<file path="config.mk">
export PLATFORM = sky130hd
export DESIGN_NAME = vec_reg_file_masked
export DESIGN_NICKNAME = d
export VERILOG_FILES = /design/src/rtl/vec_reg_file_masked.sv
export SDC_FILE = /design/constraint.sdc
export NUM_CORES = 1
export LEC_CHECK = 0
export ABC_AREA = 0
export BUFFER_PORTS_ARGS = -buffer_cell sky130_fd_sc_hd__buf_4
export CAP_MARGIN = 20
export CORE_MARGIN = 8
export CORE_UTILIZATION = 55
export CTS_CLUSTER_DIAMETER = 50
export CTS_CLUSTER_SIZE = 20
export DETAILED_ROUTE_END_ITERATION = 8
export PLACE_DENSITY = 0.74
export SYNTH_ARGS = -nofsm -noshare
export SYNTH_HDL_FRONTEND = slang
export SYNTH_SLANG_ARGS = --single-unit
</file>
<file path="constraint.sdc">
create_clock -name clk -period 2.1 [get_ports clk]
set_input_delay 0.21 -clock clk [delete_from_list [all_inputs] [get_ports clk]]
set_output_delay 0.21 -clock clk [all_outputs]
set_load 0.01 [all_outputs]
</file>
<file path="src/rtl/vec_reg_file_masked.sv">
// Vector register file: two zero-latency read ports with per-lane write bypass, masked write,
// pending-producer scoreboard, and one-register-per-cycle bulk clear (writes refused while clearing).
module vec_reg_file_masked #(
  parameter int registerSize     = 8,
  parameter int registerQuantity = 8,
  parameter int selectionBits    = 3,
  parameter int vectorSize       = 4
) (
  input  logic                                    clk,
  input  logic                                    reset,
  input  logic                                    regWrEn,
  input  logic [selectionBits-1:0]                regToWrite,
  input  logic [vectorSize-1:0][registerSize-1:0] regWriteData,
  input  logic [vectorSize-1:0]                   laneMask,
  output logic                                    wrReady,
  input  logic [selectionBits-1:0]                rSel1,
  input  logic [selectionBits-1:0]                rSel2,
  output logic [vectorSize-1:0][registerSize-1:0] reg1Out,
  output logic [vectorSize-1:0][registerSize-1:0] reg2Out,
  input  logic                                    reserveEn,
  input  logic [selectionBits-1:0]                reserveSel,
  output logic                                    pend1,
  output logic                                    pend2,
  input  logic                                    clearReq,
  output logic                                    clearBusy,
  output logic                                    clearDone
);

  typedef logic [vectorSize-1:0][registerSize-1:0] vec_t;
  typedef enum logic {IDLE, CLEARING} clrState_t;

  clrState_t                  clrState;
  logic [selectionBits-1:0]   clrIdx;
  logic                       clearing;
  logic                       wrAccept;
  logic                       reserveOk;
  vec_t                       regFlat [registerQuantity];
  logic [registerQuantity-1:0] pending;

  assign clearing  = (clrState == CLEARING);
  assign wrAccept  = regWrEn && wrReady && (int'(regToWrite) < registerQuantity);
  assign reserveOk = reserveEn && !clearBusy && (int'(reserveSel) < registerQuantity);

  // Clear sequencer; status outputs are registered alongside the state.
  always_ff @(posedge clk or negedge reset) begin
    if (!reset) begin
      clrState  <= IDLE;
      clrIdx    <= '0;
      clearBusy <= 1'b0;
      clearDone <= 1'b0;
      wrReady   <= 1'b1;
    end else begin
      clearDone <= 1'b0;
      case (clrState)
        IDLE: begin
          if (clearReq) begin
            clrState  <= CLEARING;
            clrIdx    <= '0;
            clearBusy <= 1'b1;
            wrReady   <= 1'b0;
          end
        end
        CLEARING: begin
          if (int'(clrIdx) == registerQuantity - 1) begin
            clrState  <= IDLE;
            clearBusy <= 1'b0;
            wrReady   <= 1'b1;
            clearDone <= 1'b1;
          end else begin
            clrIdx <= clrIdx + selectionBits'(1);
          end
        end
        default: clrState <= IDLE;
      endcase
    end
  end

  for (genvar r = 0; r < registerQuantity; r++) begin : gReg
    vec_t regData;
    logic pendBit;

    always_ff @(posedge clk or negedge reset) begin
      if (!reset) begin
        regData <= '0;
        pendBit <= 1'b0;
      end else if (clearing && int'(clrIdx) == r) begin
        regData <= '0;
        pendBit <= 1'b0;
      end else begin
        for (int l = 0; l < vectorSize; l++) begin
          if (wrAccept && int'(regToWrite) == r && laneMask[l]) begin
            regData[l] <= regWriteData[l];
          end
        end
        // A same-cycle reserve outranks the completing write.
        if (reserveOk && int'(reserveSel) == r) begin
          pendBit <= 1'b1;
        end else if (wrAccept && int'(regToWrite) == r) begin
          pendBit <= 1'b0;
        end
      end
    end

    assign regFlat[r] = regData;
    assign pending[r] = pendBit;
  end

  always_comb begin
    reg1Out = '0;
    reg2Out = '0;
    pend1   = 1'b0;
    pend2   = 1'b0;
    if (reset) begin
      if (int'(rSel1) < registerQuantity) begin
        reg1Out = regFlat[rSel1];
        pend1   = pending[rSel1];
        for (int l = 0; l < vectorSize; l++) begin
          if (wrAccept && regToWrite == rSel1 && laneMask[l]) begin
            reg1Out[l] = regWriteData[l];
          end
        end
      end
      if (int'(rSel2) < registerQuantity) begin
        reg2Out = regFlat[rSel2];
        pend2   = pending[rSel2];
        for (int l = 0; l < vectorSize; l++) begin
          if (wrAccept && regToWrite == rSel2 && laneMask[l]) begin
            reg2Out[l] = regWriteData[l];
          end
        end
      end
    end
  end

endmodule

</file>
==> results of run 1 <==
-- timing repair --
action                     in CTS  in global routing
hold endpoints to repair      339                  0
cloned                          0                  3
pin swaps                       0                  3
setup endpoints to repair      90                252
hold buffers                   37                  0
gates resized for setup        50                134
setup buffers                   2                  6
-- state kept, by name (all words and copies together) (netlist names) --
signal,flops
clrIdx,3
gReg.pendBit,8
clearBusy,1
clearing,1
wrReady,1
gReg.regData,256
clearDone,1
-- placed cells by master (no fill, tap or decap), types with 3 or more instances in the layout --
cell                            Yosys  routed
sky130_fd_sc_hd__xnor2_1            6       6
sky130_fd_sc_hd__and3_2             0       7
sky130_fd_sc_hd__buf_12             0      24
sky130_fd_sc_hd__a22o_1           192     192
sky130_fd_sc_hd__nand4_1            8       8
sky130_fd_sc_hd__inv_1             11      11
sky130_fd_sc_hd__clkinv_8           0       3
sky130_fd_sc_hd__dfrtp_1          270     270
sky130_fd_sc_hd__inv_6              0       9
sky130_fd_sc_hd__and3_1            29      18
sky130_fd_sc_hd__nor2_1            77      77
sky130_fd_sc_hd__o21ai_4            0       7
sky130_fd_sc_hd__inv_8              0       6
sky130_fd_sc_hd__o21ai_1            0      28
sky130_fd_sc_hd__mux2i_1          131     128
sky130_fd_sc_hd__a2bb2oi_1          5       5
sky130_fd_sc_hd__a21oi_1           89      56
sky130_fd_sc_hd__clkbuf_16          0      31
sky130_fd_sc_hd__buf_6              0      13
sky130_fd_sc_hd__nor2b_1            5       5
sky130_fd_sc_hd__nand2_1            6       6
sky130_fd_sc_hd__buf_4              6     177
sky130_fd_sc_hd__nand3_2            4       5
sky130_fd_sc_hd__ha_1               6       6
sky130_fd_sc_hd__nand3_1            9       8
sky130_fd_sc_hd__o21ai_0           67       7
sky130_fd_sc_hd__nand4_2            4       3
sky130_fd_sc_hd__o21ai_2            0      25
sky130_fd_sc_hd__dlygate4sd3_1      0      37
sky130_fd_sc_hd__and3_4             0       4
sky130_fd_sc_hd__mux4_2           132     132
sky130_fd_sc_hd__and2_1             6       6
sky130_fd_sc_hd__a21oi_2            0      31
sky130_fd_sc_hd__clkbuf_1          71       3
-- power by group through the flow --
stage,sequential [mW],combinational (mW),clock (mW)
finish,8.39,7.27,5.52
global route,8.61,7.81,5.75
global placement,8.25,6.67,0
detailed placement,8.41,6.85,0
floorplan,7.92,4.76,0
CTS,8.34,7.02,5.55
-- how the worst max path moves through the flow --
stage | startpoint | end | slack (ns) | cells after the start
after floorplan | wrReady | gReg[6].regData[0] | 0.28 | 5
after global placement | clrIdx[0] | gReg[0].regData[25] | 0.02 | 7
after detailed placement | clrIdx[1] | gReg[1].regData[21] | -0.02 | 5
after CTS | wrReady | reg2Out[19] | -0.12 | 6
after global routing | wrReady | reg1Out[8] | -0.28 | 7
final | wrReady | reg2Out[20] | -0.22 | 7
-- synth_stat cells (5+ instances only) --
library cell,instances
sky130_fd_sc_hd__a22o_1,192
sky130_fd_sc_hd__inv_1,11
sky130_fd_sc_hd__buf_2,45
sky130_fd_sc_hd__nor2b_1,5
sky130_fd_sc_hd__dfrtp_1,270
sky130_fd_sc_hd__nor2_1,77
sky130_fd_sc_hd__mux4_2,132
sky130_fd_sc_hd__buf_4,6
sky130_fd_sc_hd__xnor2_1,6
sky130_fd_sc_hd__nand3_1,9
sky130_fd_sc_hd__a21oi_1,89
sky130_fd_sc_hd__clkbuf_1,71
sky130_fd_sc_hd__nand4_1,8
sky130_fd_sc_hd__ha_1,6
sky130_fd_sc_hd__a2bb2oi_1,5
sky130_fd_sc_hd__nand2_1,6
sky130_fd_sc_hd__buf_1,8
sky130_fd_sc_hd__and2_1,6
sky130_fd_sc_hd__and3_1,29
sky130_fd_sc_hd__mux2i_1,131
sky130_fd_sc_hd__o21ai_0,67
-- metrics by stage --
step	instance area [sq um]	hold slack (ns)
2_1_floorplan	15200	-0.0856
3_3_place_gp	16900	0.0759
3_5_place_dp	16900	0.0778
4_1_cts	18400	0.00209
5_1_grt	18900	0.0271
6_report	18900	0.0393
-- layer usage --
layer	vias up	GRT usage	part of all wire
li1	5050	-	-
met1	6203	0.366	0.40
met2	611	0.451	0.48
met3	117	0.0710	0.090
met4	0	0.0899	0.031
met5	-	0	0
-- area by class of cell --
| class | count | share of cell area |
|---|---|---|
| clock buffer | 35 | 0.0425 |
| multi-input combinational | 792 | 0.435 |
| timing repair buffer | 253 | 0.124 |
| tap | 346 | 0.0230 |
| inverter | 11 | 0.00219 |
| clock inverter | 21 | 0.0127 |
| sequential | 271 | 0.360 |
-- kinds of logic after synthesis --
family,share of synthesized area
buffers and inverters,0.0400
and+or+nand+nor,0.0563
AOI/OAI and AO/OA,0.167
DFF,0.446
xor gates and xnor gates,0.00345
muxes,0.282
adders and majority gates,0.00493
-- critical path, delay by kind of cell, from the launching register on --
| family | cells | cell delay, ns |
|---|---|---|
| buf+inv | 3 | 0.46 |
| flops | 1 | 0.58 |
| simple gates | 2 | 0.29 |
| compound gates | 2 | 0.22 |
==> impl_summary.txt, run 1 <==
----------------------------------------------------
[Critical path]
  Critical register-to-register path startpoint ... clrIdx[1]
  Cell breakdown of the critical path ... and3_4 > nand4_1 > buf_6 > buf_12 > o21ai_4 > a21oi_4 > buf_6
  Worst path max stage delay ... ~0.58 ns
  Slowest cell on the critical path ... sky130_fd_sc_hd__dfstp_2
  Worst reg2reg setup slack ... -0.09 ns
  Critical-path maximum fanout ... 8
  CP startpoint kind ... flop
  Arrival time of the worst setup path ... roughly 2.1 ns
  Critical Path Sink Type ... output port
  Capture point of the worst reg-to-reg path ... gReg[5].regData[17]
  CP required ... 1.89 ns
  Most prevalent standard cell on the critical path ... sky130_fd_sc_hd__buf_6
  Critical setup path kind ... reg -> out
  Cell depth of the worst flop-to-flop path ... 5

[Worst hold path]
  Hold Path Sink ... gReg[1].pendBit
  Worst Hold Class ... in -> reg
  Count of cells along the worst hold path ... 4
  Worst hold path startpoint ... reserveSel[2]

[Clock network]
  Clock slew at the register clock pins of the worst setup and hold paths ... around 0.07 ns
  CTS tree ... built
  Number of clock sinks seen by CTS ... between 200 and 300
  Number of H-tree levels ... 1
  Root Driver ... sky130_fd_sc_hd__clkbuf_16
  Maximum root-to-sink buffer count ... 3
  Number of clock buffers inserted by TritonCTS ... 30
  Clk Latency, worst-skew pair ... between 0.5 and 0.6 ns

[Logic synthesis]
  Ranking of synthesized cells by area ... sky130_fd_sc_hd__dfrtp_1, sky130_fd_sc_hd__mux4_2, sky130_fd_sc_hd__a22o_1, sky130_fd_sc_hd__mux2i_1, sky130_fd_sc_hd__a21oi_1
  Proportion of register bits with asynchronous set or reset after synthesis ... 1.00
  Portion of the post-synthesis area used by sequential elements ... 0.446
  Yosys Warn Count ... 0
  Count of different cell masters after synthesis ... 37
  Cell type contributing the most total cell area after synthesis ... sky130_fd_sc_hd__dfrtp_1
  Count of flip-flops with a built-in enable after synthesis ... 0
  Top-area cell type share of the netlist area ... 0.444
  Post-Syn Nets ... roughly 1,300
  Post-Synthesis Cell Area ... 15,200 sq um
  Primary FF master, synth ... sky130_fd_sc_hd__dfrtp_1
  Cells after Synth ... between 1,000 and 1,500
  Mean post-synth cell area ... between 10 and 15 sq um
  Number of storage elements in the synthesis netlist ... around 270

[Power]
  Leakage ... 8.91 nW
  Switching power total ... roughly 7.4 mW
  Total power of the final layout ... ~21 mW
  Internal cell power ... about 14 mW
  Power share of the sequential group ... 0.396
  Portion of total power attributed to combinational logic ... 0.343
  Switching Share ... 0.350
  P per Cell Area ... between 1000 and 1500 nW/um^2
  Portion of total power attributed to the clock network ... 0.260
  Worst vdd ir ... ~0.00084 V

[Place]
  Count of buffers inserted at the top-level ports ... 121
  HPWL after detailed placement ... around 30 mm
  GPL Wtd Cong ... about 0.9
  Worst-case setup slack after placement ... -0.0229 ns
  Placed Cells ... 1,625

[GRT]
  Initial antenna violation count ... 0
  Number of global-route vias before repair ... roughly 12,000
  Global-route wire length before repair ... 72.8 mm
  Largest net degree at the start of global routing ... 76
  Aggregate global routing overflow ... 0
  Overall global routing resource usage ... 0.279

[Timing]
  Worst-case setup margin in the final layout ... -0.223 ns
  RSZ-0062 raised after global routing ... yes
  Relative slew margins ... 0.265
  Actual slew at the worst max-slew pin ... 1.10 ns
  Final worst-path cycle share ... 1.11
  Final critical path time including I/O delays and setup ... about 2.3 ns
  Number of pins with negative max-slew slack in the final report ... 0
  Final hold violation count ... 0
  Top achievable clock speed ... about 430 MHz
  Setup-failing EPs final ... 88
  Final Skew ... 0.0143 ns
  TNS Setup ... -10.52 ns

[Final layout]
  Total number of nets in the final design ... 1,418
  Filler Cells Inserted ... 1,963
  Total area of sequential cells ... around 6800 sq um
  Area used by multi-input combinational logic ... between 8000 and 9000 sq um
  Layout Area Growth over Synthesis ... 23.9%
  Number of inserted diodes ... 0
  Count of non-filler cells in the finished layout ... roughly 1,700
  Layout cell share with drive strength beyond 1 ... 0.359
  Final core utilization ... 0.686

[Detailed routing]
  Initial DRT Pass Iterations ... 5
  Overall via count from detail_route ... between 10,000 and 15,000
  Vias per Instance ... roughly 6.9
  Final routed wirelength across all metal layers ... around 47 mm
  DRC violation count after routing ... 0
  Post-route ant nets ... 0
  Iter 0 DRT Violations ... ~1,300
  Wire length per cell ... 27.2 microns

[Floorplan]
  Placement row count ... 61
  # IOs ... around 120
  Effective utilization at floorplan ... 0.554
  Die ar. ... ~33,000 sq um
  Die Height ... approximately 180 microns
  Core area ... roughly 27,000 sq um
  Die width ... roughly 180 microns

[Run status]
  Violations in the final reports ... negative setup slack
  Result of the run ... complete, but fails checks

[Run]
  Count of max-cap constraint violations ... 0

----------------------------------------------------
(Power assumes the default switching activity.)
==> run 2, diff against run 1 <==
BUFFER_PORTS_ARGS = not set   (was -buffer_cell sky130_fd_sc_hd__buf_4)
DONT_BUFFER_PORTS = 1   (was not set)
PLACE_DENSITY = 0.7   (was 0.74)
==> impl_summary.txt, run 2 (synthesized netlist as in run 1, its figures left out) <==
----------------------------------------------------
[Final layout]
  Register bank with the most flops ... gReg.regData
  Filler Cells Inserted ... 2,016 (+2.7%)
  Area used by multi-input combinational logic ... 8640 sq um (+5.2%)
  Max reg flops ... 256 (unchanged)
  Total number of nets in the final design ... 1,268 (-11%)
  Total area of sequential cells ... 6780 sq um (unchanged)
  Largest registers in the final layout ... gReg.regData x256, gReg.pendBit x8, clrIdx x3
  Most common cell after layout, fill and taps aside ... sky130_fd_sc_hd__dfrtp_1
  Layout cell share with drive strength beyond 1 ... 0.321 (-0.0387)
  Commonest cells after routing, fill and taps aside ... sky130_fd_sc_hd__dfrtp_1, sky130_fd_sc_hd__a22o_1, sky130_fd_sc_hd__mux4_2
  Layout Area Growth over Synthesis ... 18.2%
  Final core utilization ... 0.655 (-0.0316)
  Number of inserted diodes ... 0 (unchanged)
  Final Instance Area ... 18,000 sq um (-4.6%)
  Count of non-filler cells in the finished layout ... 1,578 (-8.7%)

[Detailed routing]
  Vias per Instance ... 7.14 (+3.0%)
  Iter 0 DRT Violations ... 1,110 (-15%)
  Wire length per cell ... 29.4 microns (+7.9%)
  DRC violation count after routing ... 0 (unchanged)
  Final routed wirelength across all metal layers ... 46.3 mm (-1.5%)
  Post-route ant nets ... 0 (unchanged)
  Overall via count from detail_route ... 11,300 (-6.0%)
  Initial DRT Pass Iterations ... 5 (unchanged)

[GRT]
  Aggregate global routing overflow ... 0 (unchanged)
  Number of global-route vias before repair ... 11,500 (-6.8%)
  Largest net degree at the start of global routing ... 338 (+340%)
  Initial antenna violation count ... 1 (+1)
  Global-route wire length before repair ... 70.4 mm (-3.3%)
  Overall global routing resource usage ... 0.273 (-0.00573)

[Timing]
  Final Skew ... 0.0210 ns (+0.00670 ns)
  Setup-failing EPs final ... 64 (-27%)
  Final worst-path cycle share ... 1.14 (+0.0368)
  Number of pins with negative max-slew slack in the final report ... 0 (unchanged)
  Top achievable clock speed ... 417 MHz (-3.2%)
  Worst-case setup margin in the final layout ... -0.301 ns (-0.0772 ns)
  TNS Setup ... -12.62 ns (-2.10 ns)
  Actual slew at the worst max-slew pin ... 1.04 ns (-0.0583 ns)
  Final critical path time including I/O delays and setup ... 2.40 ns (+0.0772 ns)
  Hold Worst Slack ... -0.658 ns (-0.698 ns)
  Final hold violation count ... 271 (+271)
  RSZ-0062 raised after global routing ... yes
  Relative slew margins ... 0.304 (+0.0389)

[Power]
  P per Cell Area ... 1130 nW/um^2 (+0.83%)
  Worst vdd ir ... 0.000668 V (-20%)
  Total power of the final layout ... 20.4 mW (-3.8%)
  Leakage ... 8.17 nW (-8.4%)

[Critical path]
  Cell breakdown of the critical path ... buf_6 > and3_4 > nand4_1 > buf_6 > buf_12 > o21ai_2 > a21oi_1 > buf_4
  Critical setup path kind ... reg -> out
  Arrival time of the worst setup path ... 2.19 ns (+0.08 ns)
  Critical Path Sink Type ... output port
  CP required ... 1.89 ns (about the same)
  Critical-path maximum fanout ... 8 (unchanged)
  Most prevalent standard cell on the critical path ... sky130_fd_sc_hd__buf_6
  Slowest cell on the critical path ... sky130_fd_sc_hd__dfstp_2
  Worst path max stage delay ... 0.56 ns (-0.02 ns)
  CP startpoint kind ... flop

[Clock network]
  Clk Latency, worst-skew pair ... 0.57 ns (about the same)
  Hold buffer count at CTS ... 39 (+5.4%)
  Number of clock sinks seen by CTS ... 271 (unchanged)
  Number of H-tree levels ... 1 (unchanged)
  Number of clock buffers inserted by TritonCTS ... 29 (-3.3%)
  Root Driver ... sky130_fd_sc_hd__clkbuf_16
  CTS tree ... built
  Maximum root-to-sink buffer count ... 3 (unchanged)
  Clock slew at the register clock pins of the worst setup and hold paths ... 0.08 ns (about the same)

[Floorplan]
  Placement row count ... 61 (unchanged)
  Effective utilization at floorplan ... 0.554 (unchanged)
  Die ar. ... 33,200 sq um (unchanged)
  Die Height ... 182 microns (unchanged)
  # IOs ... 122 (unchanged)
  Die width ... 182 microns (unchanged)
  Core area ... 27,500 sq um (unchanged)

[Run status]
  Violations in the final reports ... negative hold slack, negative setup slack
  Result of the run ... complete, but fails checks

[Place]
  Count of buffers inserted at the top-level ports ... 0 (-100%)
  Post-detailed-placement cell area ... 15,500 sq um (-8.4%)
  Worst-case setup slack after placement ... 0.0192 ns (+0.0421 ns)
  Placed Cells ... 1,471 (-9.5%)
  GPL Wtd Cong ... 0.844 (-3.9%)
  HPWL after detailed placement ... 26.3 mm (-12%)

[Worst hold path]
  Worst Hold Class ... in -> async

[Run]
  Count of max-cap constraint violations ... 0 (unchanged)

----------------------------------------------------
[run 2: cell types whose count changed in the layout (fill, tap and decap cells not counted), moves of 12 or more]
cell / before / now
sky130_fd_sc_hd__buf_12: 24 / 7
sky130_fd_sc_hd__a21oi_1: 56 / 17
sky130_fd_sc_hd__buf_4: 177 / 45
sky130_fd_sc_hd__o21ai_1: 28 / 16
sky130_fd_sc_hd__o21ai_4: 7 / 23
sky130_fd_sc_hd__a21oi_4: 2 / 23
sky130_fd_sc_hd__a21oi_2: 31 / 49
[run 2: cell type report]
type / count / area share
Inverter: 11 / 0.00230
Timing Repair Buffer: 104 / 0.0587
Clock buffer: 31 / 0.0419
Clock inverter: 23 / 0.0154
Multi-Input combinational cell: 792 / 0.480
Tap cell: 346 / 0.0241
Sequential cell: 271 / 0.377
[run 2: metal layers]
metal  vias up  share of wire  global-route usage
met4         2          0.029              0.0872
met1      5844           0.40               0.365
met2       548           0.47               0.436
li1       4755              -                   -
met5         -        0.00028                   0
met3       112          0.093              0.0696
[run 2: timing repair]
| action | CTS | global route |
|---|---|---|
| gates cloned | 2 | 3 |
| endpoints found under the hold margin | 541 | 271 |
| resized for setup | 175 | 93 |
| pin swaps | 1 | 2 |
| setup buffers | 4 | 5 |
| setup endpoints to repair | 77 | 203 |
[run 2: report_power, final]
group / leakage (nW) / internal (mW) / total, mW / switching [mW]
logic: 3.99 / 3.44 / 6.54 / 3.10
clock network: 0.501 / 2.91 / 5.47 / 2.56
registers: 3.68 / 6.97 / 8.37 / 1.40
total: 8.17 / 13.3 / 20.4 / 7.05
[run 2: worst paths after layout]
check | cells past startpoint | to | startpoint | slack, ns
setup / recovery | 8 | reg2Out[30] | wrReady | -0.30
hold / removal | 0 | gReg[3].regData[29] | reset | -0.66
setup reg to reg | 5 | gReg[4].regData[9] | wrReady | 0.04
hold reg to reg | 1 | gReg[4].regData[21] | gReg[4].regData[21] | 0.52
max in group asynchronous | 0 | gReg[1].regData[20] | reset | 1.90
min in group clk | 3 | gReg[6].pendBit | reserveSel[1] | 0.02
[run 2: critical path, delay by kind of cell (launching register included)]
| family | cells | cell delay [ns] |
|---|---|---|
| buffers and inverters | 4 | 0.61 |
| and+or+nand+nor | 2 | 0.29 |
| DFF | 1 | 0.56 |
| AOI/OAI and AO/OA | 2 | 0.15 |
